## config.mk

```make
export PLATFORM = sky130hd
export DESIGN_NAME = input_mem_sched
export DESIGN_NICKNAME = d
export VERILOG_FILES = /design/src/rtl/input_mem_sched.sv
export SDC_FILE = /design/constraint.sdc
export NUM_CORES = 1
export LEC_CHECK = 0
export ABC_AREA = 1
export ABC_CLOCK_PERIOD_IN_PS = 12150
export CAP_MARGIN = 40
export CORE_AREA = 2 2 229 231
export CTS_CLUSTER_DIAMETER = 150
export DETAILED_ROUTE_END_ITERATION = 10
export DIE_AREA = 0 0 231 233
export PLACE_DENSITY = 0.58
export SLEW_MARGIN = 20
export SYNTH_ARGS = -nofsm -noshare
export SYNTH_HDL_FRONTEND = slang
export SYNTH_SLANG_ARGS = --single-unit
```

## constraint.sdc

```tcl
create_clock -name clk -period 12.15 [get_ports clk]
set_input_delay 2.43 -clock clk [delete_from_list [all_inputs] [get_ports clk]]
set_output_delay 2.43 -clock clk [all_outputs]
set_load 0.005 [all_outputs]
```

## src/rtl/input_mem_sched.sv

```systemverilog
// -----------------------------------------------------------------------------
// input_mem_sched
//
// Schedules reads from a bank of SYS_ROW input-memory lanes that feed the rows
// of a systolic array, and forwards host writes into one lane at a time.
//
// A feed sequence is requested with start, and start is only taken in IDLE.
// base_addr and len are captured when start is accepted. The FSM then moves
// through FEED (one read beat per cycle) and DONE (one cycle). A len of 0
// goes straight to DONE and issues no reads.
//
// Optional feature, selected by macro INPUT_MEM_SCHED_SKEW_EN:
//   defined   : diagonal skew. Lane i reads vector k-i in FEED cycle k, so
//               FEED lasts len+SYS_ROW-1 cycles.
//   undefined : all lanes read vector k together, so FEED lasts len cycles.
//
// Ports:
//   clk, rst          clock; asynchronous active-high reset
//   start             request a feed sequence (ignored outside IDLE)
//   base_addr, len    first vector address and vector count (0..2^ADDR_WIDTH)
//   busy, done        busy when not IDLE; done is high for the single DONE cycle
//   wr_valid/wr_ready host write handshake (ready only in IDLE without start)
//   wr_row/addr/data  target lane, address and word of a host write
//   mem_rd_en/addr    registered per-lane read port
//   mem_wr_en/addr/data registered per-lane write port
// Lane i occupies bits [(i+1)*W-1 : i*W] of every packed lane bus.
// -----------------------------------------------------------------------------
module input_mem_sched #(
    parameter int SYS_ROW    = 16,
    parameter int DATA_WIDTH = 16,
    parameter int ADDR_WIDTH = 8,
    localparam int ROW_W     = (SYS_ROW > 1) ? $clog2(SYS_ROW) : 1
) (
    input  logic                           clk,
    input  logic                           rst,
    input  logic                           start,
    input  logic [ADDR_WIDTH-1:0]          base_addr,
    input  logic [ADDR_WIDTH:0]            len,
    output logic                           busy,
    output logic                           done,
    input  logic                           wr_valid,
    output logic                           wr_ready,
    input  logic [ROW_W-1:0]               wr_row,
    input  logic [ADDR_WIDTH-1:0]          wr_addr,
    input  logic [DATA_WIDTH-1:0]          wr_data,
    output logic [SYS_ROW-1:0]             mem_rd_en,
    output logic [SYS_ROW*ADDR_WIDTH-1:0]  mem_rd_addr,
    output logic [SYS_ROW-1:0]             mem_wr_en,
    output logic [SYS_ROW*ADDR_WIDTH-1:0]  mem_wr_addr,
    output logic [SYS_ROW*DATA_WIDTH-1:0]  mem_wr_data
);

    // The cycle counter has to reach len + SYS_ROW - 2. That is at most
    // 2^ADDR_WIDTH + SYS_ROW, and this width covers it with headroom.
    localparam int KW = ADDR_WIDTH + ROW_W + 2;

    typedef enum logic [1:0] {
        ST_IDLE = 2'd0,
        ST_FEED = 2'd1,
        ST_DONE = 2'd2
    } state_t;

    state_t                          state_q, state_d;
    logic [KW-1:0]                   k_q, k_d;
    logic [ADDR_WIDTH-1:0]           base_q, base_d;
    logic [ADDR_WIDTH:0]             len_q, len_d;
    logic [SYS_ROW-1:0]              rd_en_q, rd_en_d;
    logic [SYS_ROW*ADDR_WIDTH-1:0]   rd_addr_q, rd_addr_d;
    logic [SYS_ROW-1:0]              wr_en_q, wr_en_d;
    logic [SYS_ROW*ADDR_WIDTH-1:0]   wr_addr_q, wr_addr_d;
    logic [SYS_ROW*DATA_WIDTH-1:0]   wr_data_q, wr_data_d;

    // Inputs to the lane address generator. They describe the FEED cycle the
    // FSM is about to enter, so the read port can be registered and still line
    // up with that cycle.
    logic                            feed_go_s;
    logic [KW-1:0]                   k_sel_s;
    logic [ADDR_WIDTH-1:0]           base_sel_s;
    logic [ADDR_WIDTH:0]             len_sel_s;
    logic [KW-1:0]                   last_k_s;
    logic                            wr_accept_s;

    assign busy        = (state_q != ST_IDLE);
    assign done        = (state_q == ST_DONE);
    assign wr_ready    = (state_q == ST_IDLE) && !start;
    assign wr_accept_s = wr_valid && wr_ready;

    assign mem_rd_en   = rd_en_q;
    assign mem_rd_addr = rd_addr_q;
    assign mem_wr_en   = wr_en_q;
    assign mem_wr_addr = wr_addr_q;
    assign mem_wr_data = wr_data_q;

`ifdef INPUT_MEM_SCHED_SKEW_EN
    // The last lane starts SYS_ROW-1 cycles late, which stretches FEED by that much.
    assign last_k_s = KW'(len_q) + KW'(SYS_ROW - 1) - KW'(1);
`else
    assign last_k_s = KW'(len_q) - KW'(1);
`endif

    // FSM next state, captured parameters and the next FEED cycle index
    always_comb begin
        state_d    = state_q;
        k_d        = k_q;
        base_d     = base_q;
        len_d      = len_q;
        feed_go_s  = 1'b0;
        k_sel_s    = {KW{1'b0}};
        base_sel_s = base_q;
        len_sel_s  = len_q;
        case (state_q)
            ST_IDLE: begin
                if (start) begin
                    base_d = base_addr;
                    len_d  = len;
                    k_d    = {KW{1'b0}};
                    if (len == {(ADDR_WIDTH+1){1'b0}}) begin
                        state_d = ST_DONE;
                    end else begin
                        state_d    = ST_FEED;
                        feed_go_s  = 1'b1;
                        base_sel_s = base_addr;
                        len_sel_s  = len;
                    end
                end else begin
                    state_d = ST_IDLE;
                end
            end
            ST_FEED: begin
                if (k_q == last_k_s) begin
                    state_d = ST_DONE;
                end else begin
                    k_d       = k_q + KW'(1);
                    feed_go_s = 1'b1;
                    k_sel_s   = k_q + KW'(1);
                end
            end
            ST_DONE: begin
                state_d = ST_IDLE;
            end
            default: begin
                state_d = ST_IDLE;
            end
        endcase
    end

    // Per-lane read enable and address for FEED cycle k_sel_s
    for (genvar g = 0; g < SYS_ROW; g++) begin : g_lane
        logic                  en_s;
        logic [ADDR_WIDTH-1:0] addr_s;
`ifdef INPUT_MEM_SCHED_SKEW_EN
        logic [KW-1:0]         lane_k_s;
        assign lane_k_s = KW'(g);
        assign en_s     = feed_go_s && (k_sel_s >= lane_k_s) &&
                          (k_sel_s < (lane_k_s + KW'(len_sel_s)));
        // Only the low bits matter, which gives the wrap modulo 2^ADDR_WIDTH.
        assign addr_s   = base_sel_s + k_sel_s[ADDR_WIDTH-1:0] - lane_k_s[ADDR_WIDTH-1:0];
`else
        assign en_s     = feed_go_s && (k_sel_s < KW'(len_sel_s));
        assign addr_s   = base_sel_s + k_sel_s[ADDR_WIDTH-1:0];
`endif
        assign rd_en_d[g]                              = en_s;
        assign rd_addr_d[g*ADDR_WIDTH +: ADDR_WIDTH]   = en_s ? addr_s : {ADDR_WIDTH{1'b0}};
    end

    // Host write fan-out: the address goes to every lane, enable and data to wr_row only
    always_comb begin
        wr_en_d   = {SYS_ROW{1'b0}};
        wr_addr_d = {(SYS_ROW*ADDR_WIDTH){1'b0}};
        wr_data_d = {(SYS_ROW*DATA_WIDTH){1'b0}};
        if (wr_accept_s) begin
            for (int i = 0; i < SYS_ROW; i++) begin
                wr_addr_d[i*ADDR_WIDTH +: ADDR_WIDTH] = wr_addr;
                // An out-of-range row matches no lane, so the write is dropped.
                if (int'(wr_row) == i) begin
                    wr_en_d[i]                            = 1'b1;
                    wr_data_d[i*DATA_WIDTH +: DATA_WIDTH] = wr_data;
                end else begin
                    wr_en_d[i]                            = 1'b0;
                    wr_data_d[i*DATA_WIDTH +: DATA_WIDTH] = {DATA_WIDTH{1'b0}};
                end
            end
        end else begin
            wr_en_d = {SYS_ROW{1'b0}};
        end
    end

    // State, sequence parameters and registered memory ports
    always_ff @(posedge clk or posedge rst) begin
        if (rst) begin
            state_q   <= ST_IDLE;
            k_q       <= {KW{1'b0}};
            base_q    <= {ADDR_WIDTH{1'b0}};
            len_q     <= {(ADDR_WIDTH+1){1'b0}};
            rd_en_q   <= {SYS_ROW{1'b0}};
            rd_addr_q <= {(SYS_ROW*ADDR_WIDTH){1'b0}};
            wr_en_q   <= {SYS_ROW{1'b0}};
            wr_addr_q <= {(SYS_ROW*ADDR_WIDTH){1'b0}};
            wr_data_q <= {(SYS_ROW*DATA_WIDTH){1'b0}};
        end else begin
            state_q   <= state_d;
            k_q       <= k_d;
            base_q    <= base_d;
            len_q     <= len_d;
            rd_en_q   <= rd_en_d;
            rd_addr_q <= rd_addr_d;
            wr_en_q   <= wr_en_d;
            wr_addr_q <= wr_addr_d;
            wr_data_q <= wr_data_d;
        end
    end

endmodule

```

==> flow_summary.toml, run 1 <==
[status]
status = "completed"

[synthesis]
syn_avg_cell_area_sq_um = 10.1
synth.distinct_cells = 39
syn_inst = 1316
synth-async-reset-ratio_pct = 100
synth_nets = 1383
yosysTopAreaCell = "dfrtp_1"
synth-edff-count = 0
synth_top_area_share_pct = 60.7
ys_seq_area_share_pct = 60.7
synth_seq_cells = 322
synthTopCellsByArea = "dfrtp_1, buf_4, nor2_1"
ys_dominant_reg_cell = "dfrtp_1"
yosys-top-cells-count = "dfrtp_1, nor2_1, buf_4"
yosysWarningCount = 0
netlist_area_sq_mm = 0.0133

[grt]
grt_pass1_vias = 9590
overflow = 0
grt_util_met2_pct = 26.3
grt_max_degree = 104
grt_antenna_before_repair = 2
grt_pass1_wl_um = 62100
grt_use_met1_pct = 17.7
met3_usage_pct = 5.88
gr-usage-all-layers_pct = 15.5
top_usage_layer = "met2"

[die]
ios = 596
die_h_um = 233
row_count = 83
die-area_sq_mm = 0.0538
die_x_um = 231
coreArea_sq_mm = 0.0511
start_util_pct = 26.0

[min_path]
min_path_type = "reg2reg"
min_path_cells = 2

[worst_setup_path]
cpMostUsedCell = "clkdlybuf4s50_1"
crit_cells = 3
r2r_cells = 21
cp.required_ps = 9720
cp_cell_sequence = "clkdlybuf4s50_1 -> nor2_1 -> clkdlybuf4s50_1"
path_max_fanout = 2
arrival_ps = 3520
cp_slowest_cell = "clkdlybuf4s50_1"
cp-end-kind = "primary output"
cp_slowest_stage_delay_ps = 520
critPathKind = "in2out"
start_kind = "input port"
cp_num_buf_inv = 2
cp_top_family = "buffers and inverters"

[timing]
setup_viol_count_final = 0
hold_viol = 0
min_period_over_period_pct = 49.0
timing.final.crit_period_ps = 5950
tns_ps = 0
fin_skew_ps = 15.3
max_slew.worst_pin.slew_ps = 786
timing.fmax_ghz = 0.168
rsz0062_at_grt = "false"
whs_ps = 544
slew_violations = 0
slew_headroom_pct = 47.6

[clock_network]
cts_max_level = 2
post-cts-setup-buffers = 0
ctsResizeCount = 0
clock_latency_ps = 540
cts_tree = "built"
cts.sinks = 322
cts_made_buffers = 37
clockBufferDepth = 3
clkTransAtPathRegs_ps = 60
ctsHoldBuffers = 0
clock-root-buffer = "clkbuf_16"

[final_layout]
final_cell_area_sq_mm = 0.0195
nets = 1741
drive_above_1_share_pct = 6.14
syn2layout_area_growth_pct = 46.8

[drt]
wl_per_cell_um = 18.2
drt_pre_antenna_iters = 5
antenna_left = 0
viasPerCell = 4.05
drtIter0Drc = 465
vias = 9630
wl_um = 43200
drc = 0

[pwr]
p_per_area_mw_per_mm2 = 116
vdd_drop_max_v = 0.000105
leakagePower_nw = 9.09
power_mw = 2.26

[placed_design]
routabilityCongestion = 0.815
dp.final_hpwl_um = 31700
portBuffers = 595
place_area_sq_mm = 0.0182

[run]
maxCapViolations = 0
[power breakdown]
part | leakage, nW | internal [mW] | switching, mW | total [mW]
Sequential | 4.43 | 1.08 | 0.00299 | 1.08
Combinational | 4.09 | 0.0306 | 0.0634 | 0.0940
Clock | 0.573 | 0.639 | 0.446 | 1.08
[layer usage]
metal  share of wire [%]  up-vias  wire length, um
met2                  50      418            21800
met4                 2.5        0             1090
met5                   0        -                0
li1                    -     4440                -
met1                  37     4708            16100
met3                 9.6       64             4160
[final timing paths]
kind	end	slack [ps]	from
worst min-delay path	base_q[0]	540	base_q[0]
worst max register to register	mem_rd_addr[126]	8550	len_q[0]
worst max-delay path	wr_ready	6200	start
min in group asynchronous	mem_wr_addr[126]	2270	rst
worst min register to register	base_q[0]	540	base_q[0]
max in group asynchronous	mem_wr_data[132]	8340	rst
[logic make-up (layout without fill, tap and decap cells)]
| group | after synthesis | in the layout | share of synthesized area [%] |
|---|---|---|---|
| flops | 322 | 322 | 60.7 |
| compound gates | 70 | 70 | 3.00 |
| simple gates | 481 | 481 | 14.8 |
| xor+xnor | 10 | 10 | 0.660 |
| buf+inv | 414 | 793 | 19.0 |
| fa+ha+maj | 18 | 18 | 1.75 |
| mux | 1 | 1 | 0.0848 |
| other cells | 0 | 1 | 0 |
[cell type report]
class | instances | area (sq um)
Antenna cell | 1 | 2.50
Sequential cell | 322 | 8060
Timing Repair Buffer | 612 | 6240
Multi-Input combinational cell | 580 | 2700
Clock buffer | 49 | 1030
Inverter | 121 | 462
Fill cell | 4971 | 31600
Clock inverter | 11 | 138
Tap cell | 680 | 851
[sequential cells by signal, indices dropped and copies added, names as in the netlist]
| register | count |
|---|---|
| base_q | 8 |
| k_q | 14 |
| len_q | 9 |
| mem_rd_addr | 8 |
| mem_rd_en | 1 |
| mem_wr_addr | 8 |
| mem_wr_data | 256 |
| mem_wr_en | 16 |
| state_q | 2 |
[placed cells by master (no fill, tap or decap), drive strengths merged, types with 6 or more instances in the layout]
cell type / netlist / routed
nor2: 336 / 336
dfrtp: 322 / 322
buf: 257 / 17
clkinv: 1 / 7
clkdlybuf4s50: 0 / 595
nand2: 107 / 107
nand4: 9 / 9
inv: 120 / 122
clkbuf: 36 / 49
o21ai: 31 / 31
o22ai: 9 / 9
a21oi: 18 / 18
xor2: 6 / 6
nor3: 6 / 6
ha: 17 / 17
nand3: 19 / 19
[worst min-delay path, stage by stage (launching register included)]
cell and delay [ps]:
dfrtp_1 320, inv_1 50, o21ai_0 140
[through the flow]
stage / setup slack (ps) / cells / utilization, %
2_1_floorplan: 807 / 1316 / -
3_3_place_gp: 6200 / 2302 / 35.3
3_5_place_dp: 6190 / 2310 / 35.7
4_1_cts: 6180 / 2370 / 37.9
5_1_grt: 6110 / 2376 / 38.1
6_report: 6200 / 2376 / 38.1
(Power assumes the default switching activity.)
==> run 2, diff against run 1 <==
--- a/config.mk
+++ b/config.mk
@@ -6,7 +6,7 @@
 export NUM_CORES = 1
 export LEC_CHECK = 0
 export ABC_AREA = 1
-export ABC_CLOCK_PERIOD_IN_PS = 12150
+export ABC_CLOCK_PERIOD_IN_PS = 6050
 export CAP_MARGIN = 40
 export CORE_AREA = 2 2 229 231
 export CTS_CLUSTER_DIAMETER = 150
==> constraint.sdc (replaced) <==
create_clock -name clk -period 6.05 [get_ports clk]
set_input_delay 1.21 -clock clk [delete_from_list [all_inputs] [get_ports clk]]
set_output_delay 1.21 -clock clk [all_outputs]
set_load 0.005 [all_outputs]
==> run 2 against run 1 <==
Count of clock-buffer cells in the layout shrank 1. Worst setup slack worse by 3900 ps. Non-clock buffer count decreased by 1. Clock skew fell by 5.7 ps. Sequential power up 100%.
==> flow_summary.toml, run 2 (synthesis gave the netlist of run 1 again) <==
[drt]
antenna_left = 0
drc = 0
drtIter0Drc = 502
drt_pre_antenna_iters = 5
viasPerCell = 4.09
wl_per_cell_um = 18.3
vias = 9717
wl_um = 43300

[timing]
max_slew.worst_pin.slew_ps = 930
slew_violations = 0
hold_viol = 0
rsz0062_at_grt = "false"
fin_ws_ps = 2260
timing.final.crit_period_ps = 3790
fin_skew_ps = 9.62
tns_ps = 0
slew_headroom_pct = 38.0
timing.fmax_ghz = 0.264
setup_viol_count_final = 0
min_period_over_period_pct = 62.6

[grt]
grt_max_degree = 158
gr-usage-all-layers_pct = 15.6
overflow = 0
grt_antenna_before_repair = 0
grt_pass1_wl_um = 63000
grt_pass1_vias = 9921

[worst_setup_path]
cp.required_ps = 4840
cpMostUsedCell = "clkdlybuf4s50_1"
path_max_fanout = 2
cp_slowest_stage_delay_ps = 590
arrival_ps = 2580
cp_slowest_cell = "clkdlybuf4s50_1"
cp_cell_sequence = "clkdlybuf4s50_1 -> nor2_1 -> clkdlybuf4s50_1"
start_kind = "input port"
cp-end-kind = "primary output"
critPathKind = "in2out"

[placed_design]
dp.final_hpwl_um = 31500
portBuffers = 595
preCtsSetupSlack_ps = 1780
routabilityCongestion = 0.834

[pwr]
p_seq_share_pct = 48.4
power.switching_uw = 997
p_comb_share_pct = 4.3
p_clk_share_pct = 47.3
power_mw = 4.48
vdd_drop_max_v = 0.000211
p_per_area_mw_per_mm2 = 231
power.internal_mw = 3.48
switching_share_pct = 22.3
leakagePower_nw = 9.06

[final_layout]
num_antenna_cells = 0
final_cell_mix = "clkdlybuf4s50_1, nor2_1, dfrtp_1"
fillers = 5008
drive_above_1_share_pct = 6.08
layout_commonest_cell = "clkdlybuf4s50_1"
largest_register_ffs = 256
syn2layout_area_growth_pct = 46.2
nets = 1738

[clock_network]
cts.sinks = 322
ctsResizeCount = 0
clock-root-buffer = "clkbuf_16"
cts_made_buffers = 35
post-cts-setup-buffers = 0
clockBufferDepth = 3
clock_latency_ps = 530
ctsHoldBuffers = 0
cts_tree = "built"
clkTransAtPathRegs_ps = 60
cts_max_level = 2

[run]
maxCapViolations = 0

[die]
die_x_um = 231
die_h_um = 233
ios = 596
die-area_sq_mm = 0.0538
row_count = 83
start_util_pct = 26.0
coreArea_sq_mm = 0.0511

[min_path]
min_path_type = "reg2reg"

[status]
status = "completed"
run 2: cell count changes in the layout (fill, tap and decap cells not counted), sizes merged:
cell / before / now
clkbuf: 49 / 48
inv: 122 / 120
buf: 17 / 16
diode: 1 / 0
clkinv: 7 / 9
run 2: path summary, 6_finish.rpt:
check                           startpoint          endpoint  slack (ps)  cells after the start
max in group asynchronous              rst      mem_wr_en[1]        3620                      4
min in group asynchronous              rst   mem_wr_data[48]        1030                      2
worst min register to register   base_q[6]         base_q[6]         540                      2
worst min-delay path             base_q[6]         base_q[6]         540                      2
worst max-delay path                 start          wr_ready        2260                      3
worst max register to register    len_q[0]  mem_rd_addr[126]        2430                     19
run 2: stage by stage:
stage | utilization, % | hold slack (ps) | instance area [sq um] | std cells
after floorplan | - | 505 | 13300 | 1316
after global placement | 35.4 | 540 | 18100 | 2303
after detailed placement | 35.6 | 541 | 18200 | 2310
after CTS | 37.8 | 553 | 19300 | 2369
after global routing | 38.0 | 574 | 19400 | 2373
final | 38.0 | 544 | 19400 | 2373
run 2: power by group through the flow:
| stage | registers, mW | clock network (mW) | logic (mW) |
|---|---|---|---|
| 2_1_floorplan | 2.21 | 0 | 0.103 |
| 5_1_grt | 2.17 | 2.26 | 0.216 |
| 3_5_place_dp | 2.21 | 0 | 0.192 |
| 4_1_cts | 2.17 | 2.17 | 0.193 |
| 3_3_place_gp | 2.21 | 0 | 0.184 |
| 6_report | 2.17 | 2.12 | 0.191 |
run 2: layout make-up:
| type | instances | area (sq um) | share of cell area [%] |
|---|---|---|---|
| Sequential cell | 322 | 8060 | 41.5 |
| Timing Repair Buffer | 611 | 6200 | 32.0 |
| Multi-Input combinational cell | 580 | 2700 | 13.9 |
| Clock buffer | 48 | 1020 | 5.24 |
| Tap cell | 680 | 851 | 4.39 |
| Inverter | 121 | 458 | 2.36 |
| Clock inverter | 11 | 120 | 0.619 |
run 2: per-layer routing:
| layer | track usage, % | part of all wire [%] |
|---|---|---|
| met1 | 17.9 | 38 |
| met2 | 27.1 | 50 |
| met3 | 5.77 | 10 |
| met4 | 4.35 | 2.1 |
| met5 | 0 | 0 |
run 2: critical path, delay by kind of cell:
kind          cells  cell delay, ps
buf+inv           2            1010
simple gates      1             360
